**src/rtl/opcode_fetch.sv**
```systemverilog
// Instruction fetch/predecode for the 6502 core: owns the PC, reads opcode and
// operand bytes, sizes the instruction, injects interrupts and hands off to decode.
module opcode_fetch #(
   parameter logic [7:0] RESET_PC = 8'h00
) (
   input  logic       clk,
   input  logic       rst,
   input  logic       rdy,
   output logic       mem_rd,
   output logic [7:0] mem_addr,
   input  logic [7:0] mem_data_in,
   input  logic       pc_load,
   input  logic [7:0] pc_load_addr,
   input  logic       nmi,
   input  logic       irq,
   input  logic       irq_mask,
   output logic       int_ack,
   output logic [1:0] int_kind,
   output logic [7:0] instruction,
   output logic [7:0] operand_lo,
   output logic [7:0] operand_hi,
   output logic [1:0] instr_len,
   output logic [7:0] instr_pc,
   output logic       instr_valid,
   input  logic       instr_ready,
   output logic [2:0] dbg_state
);

   // Handshake: decode takes the instruction on a rising clk edge where
   // instr_valid and instr_ready are both 1; outputs hold while valid and not ready.

   typedef enum logic [2:0] {
      S_REQ  = 3'd0,
      S_OP   = 3'd1,
      S_B1   = 3'd2,
      S_B2   = 3'd3,
      S_HOLD = 3'd4
   } state_t;

   state_t     state_q, state_d;
   logic [7:0] pc_q, pc_d;
   logic [7:0] instr_q, instr_d;
   logic [7:0] op_lo_q, op_lo_d;
   logic [7:0] op_hi_q, op_hi_d;
   logic [1:0] len_q, len_d;
   logic [7:0] ipc_q, ipc_d;
   logic [1:0] kind_q, kind_d;
   logic       int_take;
   logic [1:0] op_len;

   function automatic logic [1:0] len_of(input logic [7:0] op);
      logic [3:0] lo_n;
      lo_n = op[3:0];
      if (lo_n == 4'h8 || lo_n == 4'hA || op == 8'h00 || op == 8'h40 || op == 8'h60)
         len_of = 2'd1;
      else if (lo_n == 4'hC || lo_n == 4'hD || lo_n == 4'hE || op == 8'h20 ||
               (lo_n == 4'h9 && op[4]))
         len_of = 2'd3;
      else
         len_of = 2'd2;
   endfunction

   always_comb begin
      state_d  = state_q;
      pc_d     = pc_q;
      instr_d  = instr_q;
      op_lo_d  = op_lo_q;
      op_hi_d  = op_hi_q;
      len_d    = len_q;
      ipc_d    = ipc_q;
      kind_d   = kind_q;
      mem_rd   = 1'b0;
      mem_addr = 8'h00;
      int_ack  = 1'b0;
      int_take = nmi | (irq & ~irq_mask);
      op_len   = len_of(mem_data_in);

      if (rst) begin
         state_d = S_REQ;
      end else if (pc_load) begin
         pc_d    = pc_load_addr;
         state_d = S_REQ;
      end else if (rdy) begin
         case (state_q)
            S_REQ: begin
               if (int_take) begin
                  instr_d = 8'h00;
                  op_lo_d = 8'h00;
                  op_hi_d = 8'h00;
                  len_d   = 2'd1;
                  ipc_d   = pc_q;
                  kind_d  = nmi ? 2'b10 : 2'b01;
                  int_ack = 1'b1;
                  state_d = S_HOLD;
               end else begin
                  mem_rd   = 1'b1;
                  mem_addr = pc_q;
                  state_d  = S_OP;
               end
            end
            S_OP: begin
               instr_d = mem_data_in;
               ipc_d   = pc_q;
               len_d   = op_len;
               kind_d  = 2'b00;
               op_lo_d = 8'h00;
               op_hi_d = 8'h00;
               if (op_len != 2'd1) begin
                  mem_rd   = 1'b1;
                  mem_addr = pc_q + 8'd1;
                  state_d  = S_B1;
               end else begin
                  state_d  = S_HOLD;
               end
            end
            S_B1: begin
               op_lo_d = mem_data_in;
               if (len_q == 2'd3) begin
                  mem_rd   = 1'b1;
                  mem_addr = pc_q + 8'd2;
                  state_d  = S_B2;
               end else begin
                  state_d  = S_HOLD;
               end
            end
            S_B2: begin
               op_hi_d = mem_data_in;
               state_d = S_HOLD;
            end
            S_HOLD: begin
               // Injected interrupts leave the PC at the return address.
               if (instr_ready) begin
                  pc_d    = (kind_q == 2'b00) ? (ipc_q + {6'b0, len_q}) : pc_q;
                  state_d = S_REQ;
               end
            end
            default: state_d = S_REQ;
         endcase
      end
   end

   always_ff @(posedge clk) begin
      if (rst) begin
         state_q <= S_REQ;
         pc_q    <= RESET_PC;
         instr_q <= 8'h00;
         op_lo_q <= 8'h00;
         op_hi_q <= 8'h00;
         len_q   <= 2'd0;
         ipc_q   <= 8'h00;
         kind_q  <= 2'b00;
      end else begin
         state_q <= state_d;
         pc_q    <= pc_d;
         instr_q <= instr_d;
         op_lo_q <= op_lo_d;
         op_hi_q <= op_hi_d;
         len_q   <= len_d;
         ipc_q   <= ipc_d;
         kind_q  <= kind_d;
      end
   end

   assign instruction = instr_q;
   assign operand_lo  = op_lo_q;
   assign operand_hi  = op_hi_q;
   assign instr_len   = len_q;
   assign instr_pc    = ipc_q;
   assign int_kind    = kind_q;
   assign instr_valid = (state_q == S_HOLD);
   assign dbg_state   = state_q;

endmodule

```
**config.mk**
```make
export PLATFORM = sky130hd
export DESIGN_NAME = opcode_fetch
export DESIGN_NICKNAME = d
export VERILOG_FILES = /design/src/rtl/opcode_fetch.sv
export SDC_FILE = /design/constraint.sdc
export NUM_CORES = 1
export LEC_CHECK = 0
export BUFFER_PORTS_ARGS = -buffer_cell sky130_fd_sc_hd__buf_2
export CELL_PAD_IN_SITES_DETAIL_PLACEMENT = 0
export CELL_PAD_IN_SITES_GLOBAL_PLACEMENT = 1
export CORE_AREA = 2 2 95 97
export DETAILED_ROUTE_END_ITERATION = 12
export DIE_AREA = 0 0 97 99
export GPL_TIMING_DRIVEN = 0
export MAX_ROUTING_LAYER = met4
export PLACE_DENSITY_LB_ADDON = 0.1
export SLEW_MARGIN = 5
export SYNTH_ARGS = -nofsm -noshare
export SYNTH_HDL_FRONTEND = slang
export SYNTH_SLANG_ARGS = --single-unit
```
**constraint.sdc**
```tcl
create_clock -name clk -period 2.4 [get_ports clk]
set_input_delay 0.48 -clock clk [delete_from_list [all_inputs] [get_ports clk]]
set_output_delay 0.48 -clock clk [all_outputs]
set_load 0.03 [all_outputs]
```
## Yosys cells after proc, flatten, opt, wreduce, memory -nomap -nowiden

Cells that the tools add are included.

- Reductions and logical operators: 25
- Bitwise operators: 4
- Multiplexer cells: 42
- $add $sub $neg: 3
- Eq/ne operators: 17

Operator list:

| cell | count |
|---|---|
| 8-bit 2-to-1 mux | 13 |
| 8-bit case mux with 3 select lines | 3 |
| 8-bit case mux with 2 select lines | 2 |
| 4-bit == test (second input constant) | 6 |
| 8-bit by 7-bit == test with 1-bit output (second input constant) | 2 |
| 4-bit AND reduction | 4 |
| 3-bit case mux with 5 select lines | 1 |
| 1-bit 2-to-1 mux | 12 |
| 3-bit 2-to-1 mux | 4 |
| 2-bit nonzero test | 5 |
| 8-bit by 1-bit adder with 8-bit output (second input constant) | 1 |
| 8-bit by 2-bit adder with 8-bit output | 1 |
| 8-bit by 2-bit adder with 8-bit output (second input constant) | 1 |
| 8-bit by 6-bit == test with 1-bit output (second input constant) | 1 |
| 8-bit zero test | 1 |
| 1-bit logical OR | 8 |
| 2-bit 2-to-1 mux | 4 |
| 2-bit case mux with 2 select lines | 2 |
| 3-bit by 2-bit == test with 1-bit output (second input constant) | 2 |
| 3-bit nonzero test | 2 |
| 2-bit by 1-bit != test with 1-bit output (second input constant) | 2 |
| 3-bit by 1-bit == test with 1-bit output (second input constant) | 1 |
| 3-bit == test (second input constant) | 1 |
| 3-bit zero test | 1 |
| 10 further kinds | 11 |

- Register bits: 47
- Output and inout port bits: 50
- Bits of input ports: 24
- Logic and storage cells: 99

## Depth between registers and ports, before layout

Gate-level depths: netlist of run 1.

- Word-level depth: 13
- Mapped depth: 9
- Gate-level depth less buffers: 8

## Worst setup path after synthesis of run 1

No wires, ideal clock.

- Path kind: reg2out
- Start point: reg state_q[0], in the netlist dbg_state[0]
- End point: out mem_addr[5]
- Data arrival time: 2.364 ns
- Stages on the path, launching flop included: 7
- Path slack: -0.444 ns
- Path buffers: 2
- Required time: 1.920 ns
- Cell sequence: dfxtp_1 > buf_2 > or3_4 > or3_1 > buf_6 > a41o_1 > nor3_1

- Cells in the longest elaborated chain, start to end: 5
- Elaborated cells on any way between the ends: 7
- Classes of those cells: eq/ne: 2; mux: 4; reduce/logical: 1

Ends and longest elaborated chain:

| item | line | source |
|---|---|---|
| from (decl) | 40 | `state_t state_q, state_d;` |
| from (signal assigned) | 153 | `state_q <= state_d;` |
| 3-bit by 2-bit == test with 1-bit output (tied with other cells) | 84 | `case (state_q)` |
| 8-bit case mux with 3 select lines * | 84 |  |
| 8-bit 2-to-1 mux * | 83 | `end else if (rdy) begin` |
| 8-bit 2-to-1 mux * | 80 | `end else if (pc_load) begin` |
| 8-bit 2-to-1 mux * | 78 | `if (rst) begin` |
| to (decl) | 10 | `output logic [7:0] mem_addr,` |

Every way passes the cells marked *; elsewhere a longest branch is shown, timed or not.

## Worst setup path in the final report of run 1

- Start point: reg state_q[0], in the netlist dbg_state[0]
- End point: out mem_addr[6]

Same word-level chain as after synthesis.

==> impl_metrics.yaml, run 1 <==
sta:
  finalSetupViolCount: 6
  rsz0062_at_grt: "yes"
  slew_headroom_pct: 47.3
  finClkSkew_ns: 0.0150
  hold_viol_final: 0
  clock.fmax_mhz: 399
  worst_pin_slew_ns: 0.785
  fin_ws_ns: -0.106
  finalCriticalPeriod_ns: 2.51
  slew_viol_final: 0
  fin_crit_sh_pct: 104
routing:
  postRouteAntennaNets: 0
  num_vias: 2644
  drtIter0Drc: 93
  dr.pass1.iters: 4
  wl_um: 8200
  drc: 0
  avgRoutedWirePerCell_um: 15.2
  via_per_inst: 4.91
worst_setup_path:
  arrival_ns: 2.03
  ff2ff_setup_slack_ns: 0.18
  worstSetupPathType: "flip-flop to output port"
  cp_top_family: "simple AND/OR/NAND/NOR gates"
  crit_cells: 8
  cp-start-kind: "flip-flop"
  max_stage_delay_ns: 0.46
  rr_worst_depth: 8
  cp_num_buf_inv: 3
  r2r-start: "dbg_state[2]$_SDFFE_PP0P_"
  path_cells: "buf_6 > nand2b_4 > or3_4 > buf_4 > o21ai_2 > a21oi_2 > a21oi_2 > buf_6"
  crit_slowest_cell: "or3_4"
  critPathMaxFanout: 8
  cp-end-kind: "output port"
  cp_data_required_time_ns: 1.92
  r2r_end: "int_kind[0]$_SDFFE_PP0P_"
finish:
  antenna_cells: 0
  multi_input_area_mm2: 0.00155
  nets: 458
  fin_cells: 538
  syn2layout_area_growth_pct: 37.5
  regArea_um2: 955
  drive_above_1_share_pct: 31.6
  fin_area_mm2: 0.00342
  fillers: 925
global_routing:
  grt_max_degree: 17
  overflow: 0
  antenna_found_initial: 0
  grt_pass1_wl_um: 13300
  grt_pass1_vias: 2556
  grt_usage_pct: 17.7
logic_synthesis:
  yosys_warnings: 0
  syn-cell-area_mm2: 0.00249
  synth-seq-cells: 47
  ys_top_cells_by_area: "dfxtp_1, a21oi_1, nand2_1, nand3_1, nor2_1"
  yosysTopAreaCell: "dfxtp_1"
  avgSynthCellArea_um2: 7.40
  ys_seq_area_share_pct: 37.8
  netlist_instances: 336
  synth.top_cell.area_share_pct: 37.8
  synth_fp_nets: 365
  ys_types: 44
power:
  ir_worst_vdd_mv: 0.234
  p_leak_uw: 0.00136
  powerDensity_mw_per_mm2: 497
status:
  violations: "setup timing"
  status: "complete, but fails checks"
floorplanning:
  dieArea_mm2: 0.00960
  rows: 34
  start_util_pct: 29.1
  num_io_pins: 74
  core_area_mm2: 0.00855
  die_h_um: 99
  die_x_um: 97
cts:
  clkLatencyLatePin_ns: 0.30
  cts_tree: "yes"
  cts_sinks: 47
  ctsHtreeMaxLevel: 2
  path_clk_slew_ns: 0.09
  cts_buffer_depth: 2
  clock-root-buffer: "clkbuf_8"
  cts_hold_buffers: 0
  cts_buffers: 5
placed_design:
  dp_cells: 515
  pre_cts_ws_ns: -0.465
  numPortBuffers: 71
  hpwl_um: 6080
  gp_congestion: 0.807
  placed_area_mm2: 0.00302
hold_path:
  min_path_cells: 3
  holdCritPathClass: "input pin to flip-flop"
  worstHoldEndpoint: "pc_q[7]$_SDFFE_PP0P_"
  worst_hold_startpoint: "pc_load_addr[7]"
job:
  cap_violations: 0
==> worst max-delay path by stage <==
stage / start / end / slack (ns)
2_1_floorplan: dbg_state[0]$_SDFFE_PP0P_ / mem_addr[5] / -0.01
4_1_cts: dbg_state[0]$_SDFFE_PP0P_ / mem_addr[5] / -0.25
3_3_place_gp: mem_data_in[1] / mem_addr[4] / -0.45
6_report: dbg_state[0]$_SDFFE_PP0P_ / mem_addr[6] / -0.11
3_5_place_dp: mem_data_in[6] / mem_addr[4] / -0.46
5_1_grt: dbg_state[0]$_SDFFE_PP0P_ / mem_addr[6] / -0.18
==> sequential cells by signal, indices dropped and copies added (netlist names) <==
signal and cells:
operand_lo 8, instr_pc 8, dbg_state 3, int_kind 2, pc_q 8, instr_len 2
operand_hi 8, instruction 8
==> cell families (layout without fill, tap and decap cells) <==
family          after synthesis  in the layout  synth area share [%]
compound gates               84             84                  19.4
xor+xnor                     10             10                  3.52
fa+ha+maj                     5              5                  2.82
buf+inv                      28            122                  5.48
flops                        47             47                  37.8
mux                           1              1                 0.402
simple gates                161            161                  30.5
==> where the power goes <==
part           switching, µW  total [µW]  internal (µW)
sequential              30.2         827            797
combinational            170         270            100
clock                    289         603            314
total                    489        1700           1210
==> stage by stage <==
step / TNS (ns) / hold slack (ns) / util [%] / total power, µW
2_1_floorplan: -0.0171 / 0.481 / - / 991
3_3_place_gp: -3.27 / 0.440 / 35.3 / 1080
4_1_cts: -1.21 / 0.433 / 38.6 / 1720
3_5_place_dp: -3.39 / 0.441 / 35.3 / 1090
6_report: -0.337 / 0.441 / 40.0 / 1700
5_1_grt: -1.14 / 0.438 / 40.0 / 1790
==> cells in the mapped netlist, drive strengths merged <==
library cell	instances
a21o	3
nand3	31
o211ai	1
or2	1
buf	6
a2bb2oi	1
a31oi	2
nand3b	5
nor3	10
a211o	1
nand2b	4
nor2	28
xnor2	4
ha	4
nand2	61
nor4	3
and4	1
a22oi	1
a211oi	4
and3	4
dfxtp	47
o31ai	1
nand4	2
o21ai	11
a21oi	49
a41o	1
o311ai	1
or3	4
o21bai	1
a32oi	1
inv	8
nor3b	4
xor2	6
nor2b	3
clkbuf	14
fa	1
a221oi	2
o22ai	4
mux2i	1
==> what timing repair did <==
action | CTS | global route
buffers inserted | 13 | 7
resized for setup | 26 | 26
endpoints found under the setup margin | 9 | 10
pin swaps | 9 | 11
==> cells in the final DEF, fill, tap and decap left out, types with 6 or more instances in the layout <==
cell type / n
buf_2: 62
xor2_1: 6
a21oi_2: 7
nor2_1: 23
buf_4: 19
nor3_1: 6
buf_6: 12
dfxtp_1: 40
a21oi_1: 41
inv_1: 8
nand3_1: 30
clkbuf_1: 12
nand2_1: 61
o21ai_0: 9
==> layer usage <==
metal	track usage, %	up-vias	routed length [µm]
met2	27.2	53	3740
met4	3.25	0	38
met3	3.19	4	272
li1	-	1361	-
met1	24.6	1226	4150
met5	-	-	0
==> worst min-delay path: cells and delay by family <==
family                 cells  cell delay [ns]
AO/OA/AOI/OAI              1             0.06
AND/OR/NAND/NOR            1             0.05
buffers and inverters      1             0.09
==> layout make-up <==
cell class                      instances  share of cell area [%]
Multi-Input combinational cell        261                    45.3
Sequential cell                        47                    27.9
Tap cell                              108                    3.95
Clock buffer                            5                    2.01
Timing Repair Buffer                   91                    16.5
Inverter                                8                   0.878
Buffer                                 15                    2.08
Clock inverter                          3                    1.35
Power figures use the tool's default switching activity.
==> inputs of run 2 (changes only) <==
Settings changed: CORE_AREA 2 2 95 97 to 2 2 105 87, DIE_AREA 0 0 97 99 to 0 0 107 89.
==> impl_metrics.yaml, run 2 (synthesized netlist as in run 1, its figures left out) <==
floorplanning:
  die_h_um: 89
  die_x_um: 107
  num_io_pins: 74
  dieArea_mm2: 0.00952
  start_util_pct: 29.7
  core_area_mm2: 0.00837
  rows: 30
hold_path:
  holdCritPathClass: "input pin to flip-flop"
routing:
  drtIter0Drc: 109
  avgRoutedWirePerCell_um: 16.1
  via_per_inst: 5.03
  drc: 0
  dr.pass1.iters: 6
  num_vias: 2693
  wl_um: 8600
  postRouteAntennaNets: 0
global_routing:
  grt_usage_pct: 18.5
  grt_pass1_vias: 2529
  antenna_found_initial: 0
  grt_pass1_wl_um: 13100
  grt_max_degree: 17
  overflow: 0
finish:
  syn2layout_area_growth_pct: 33.6
  fin_area_mm2: 0.00332
  nets: 451
  antenna_cells: 0
  drive_above_1_share_pct: 29.8
  layout_commonest_cell: "buf_2"
  mostFrequentLayoutCells: "buf_2, nand2_1, a21oi_1, dfxtp_1, nand3_1"
  fin_cells: 535
worst_setup_path:
  cp-start-kind: "flip-flop"
  cp_num_buf_inv: 1
  cp_data_required_time_ns: 1.92
  cp-end-kind: "output port"
  cp_top_family: "simple AND/OR/NAND/NOR gates"
  worstSetupPathType: "flip-flop to output port"
  path_cells: "or3_4 > or3_4 > o211ai_1 > a21oi_2 > nor3_4 > buf_6"
  crit_slowest_cell: "or3_4"
  critPathMaxFanout: 6
  arrival_ns: 2.04
  crit_top_cell: "or3_4"
  max_stage_delay_ns: 0.42
cts:
  cts_sinks: 47
  cts_buffers: 5
  cts_buffer_depth: 2
  path_clk_slew_ns: 0.10
  clkLatencyLatePin_ns: 0.31
  clock-root-buffer: "clkbuf_8"
  ctsHtreeMaxLevel: 2
  cts_tree: "yes"
placed_design:
  dp_cells: 519
  gp_congestion: 0.832
  numPortBuffers: 71
  hpwl_um: 6380
  placed_area_mm2: 0.00302
status:
  status: "complete, but fails checks"
  violations: "setup timing"
sta:
  fin_ws_ns: -0.119
  finalSetupViolCount: 8
  hold_viol_final: 0
  rsz0062_at_grt: "yes"
  slew_viol_final: 0
  finalCriticalPeriod_ns: 2.52
  worst_pin_slew_ns: 0.947
  fin_tns_setup_ns: -0.524
  fin_crit_sh_pct: 105
  clock.fmax_mhz: 397
  holdWs_ns: 0.417
  slew_headroom_pct: 36.4
  finClkSkew_ns: 0.00593
job:
  cap_violations: 0
power:
  total_power_uw: 1600
  ir_worst_vdd_mv: 0.217
  p_leak_uw: 0.00131
  powerDensity_mw_per_mm2: 482
## run 2: final cells by class
type | instances | area (µm²)
repair buffers | 84 | 504
inverters | 8 | 30.0
multi-input cells | 261 | 1530
fillers | 909 | 5050
well taps | 112 | 140
clock inverters | 3 | 23.8
clock buffers | 5 | 68.8
plain buffers | 15 | 71.3
flip-flops and latches | 47 | 953
## run 2: stage by stage
stage | setup WS (ns) | utilization, %
floorplan | -0.0142 | -
global placement | -0.437 | 36.1
CTS | -0.267 | 38.7
detailed placement | -0.426 | 36.1
finish | -0.119 | 39.7
global route | -0.211 | 39.7
## run 2: path summary, 6_finish.rpt
check                                                  from                     endpoint  slack, ns  depth (start not counted)
worst min register to register  instruction[1]$_SDFFE_PP0P_  instruction[1]$_SDFFE_PP0P_       0.45                          2
worst max-delay path              dbg_state[0]$_SDFFE_PP0P_                  mem_addr[5]      -0.12                          6
worst min-delay path                        pc_load_addr[6]         pc_q[6]$_SDFFE_PP0P_       0.42                          3
worst max register to register    dbg_state[0]$_SDFFE_PP0P_     int_kind[0]$_SDFFE_PP0P_       0.27                          6
## run 2: tightest hold or removal path, delay by kind of cell
family,cells,cell delay [ns]
compound gates,1,0.06
buf+inv,1,0.09
simple gates,1,0.04
## run 2: timing repair
action	4_1_cts	5_1_grt
pin swaps	8	8
resized for setup	21	16
setup endpoints to repair	9	10
setup buffers	8	5
hold buffers	0	0
## run 2: report_power, final
group | switching (µW) | leakage (µW) | internal [µW]
registers | 30.6 | 0.000384 | 797
logic | 170 | 0.000881 | 91.7
clock network | 305 | 0.0000408 | 209
## run 2: per-layer routing
layer	track usage [%]	routed length [µm]
met3	3.13	376
met1	26.6	4510
met5	-	0
met2	26.8	3660
met4	4.60	57
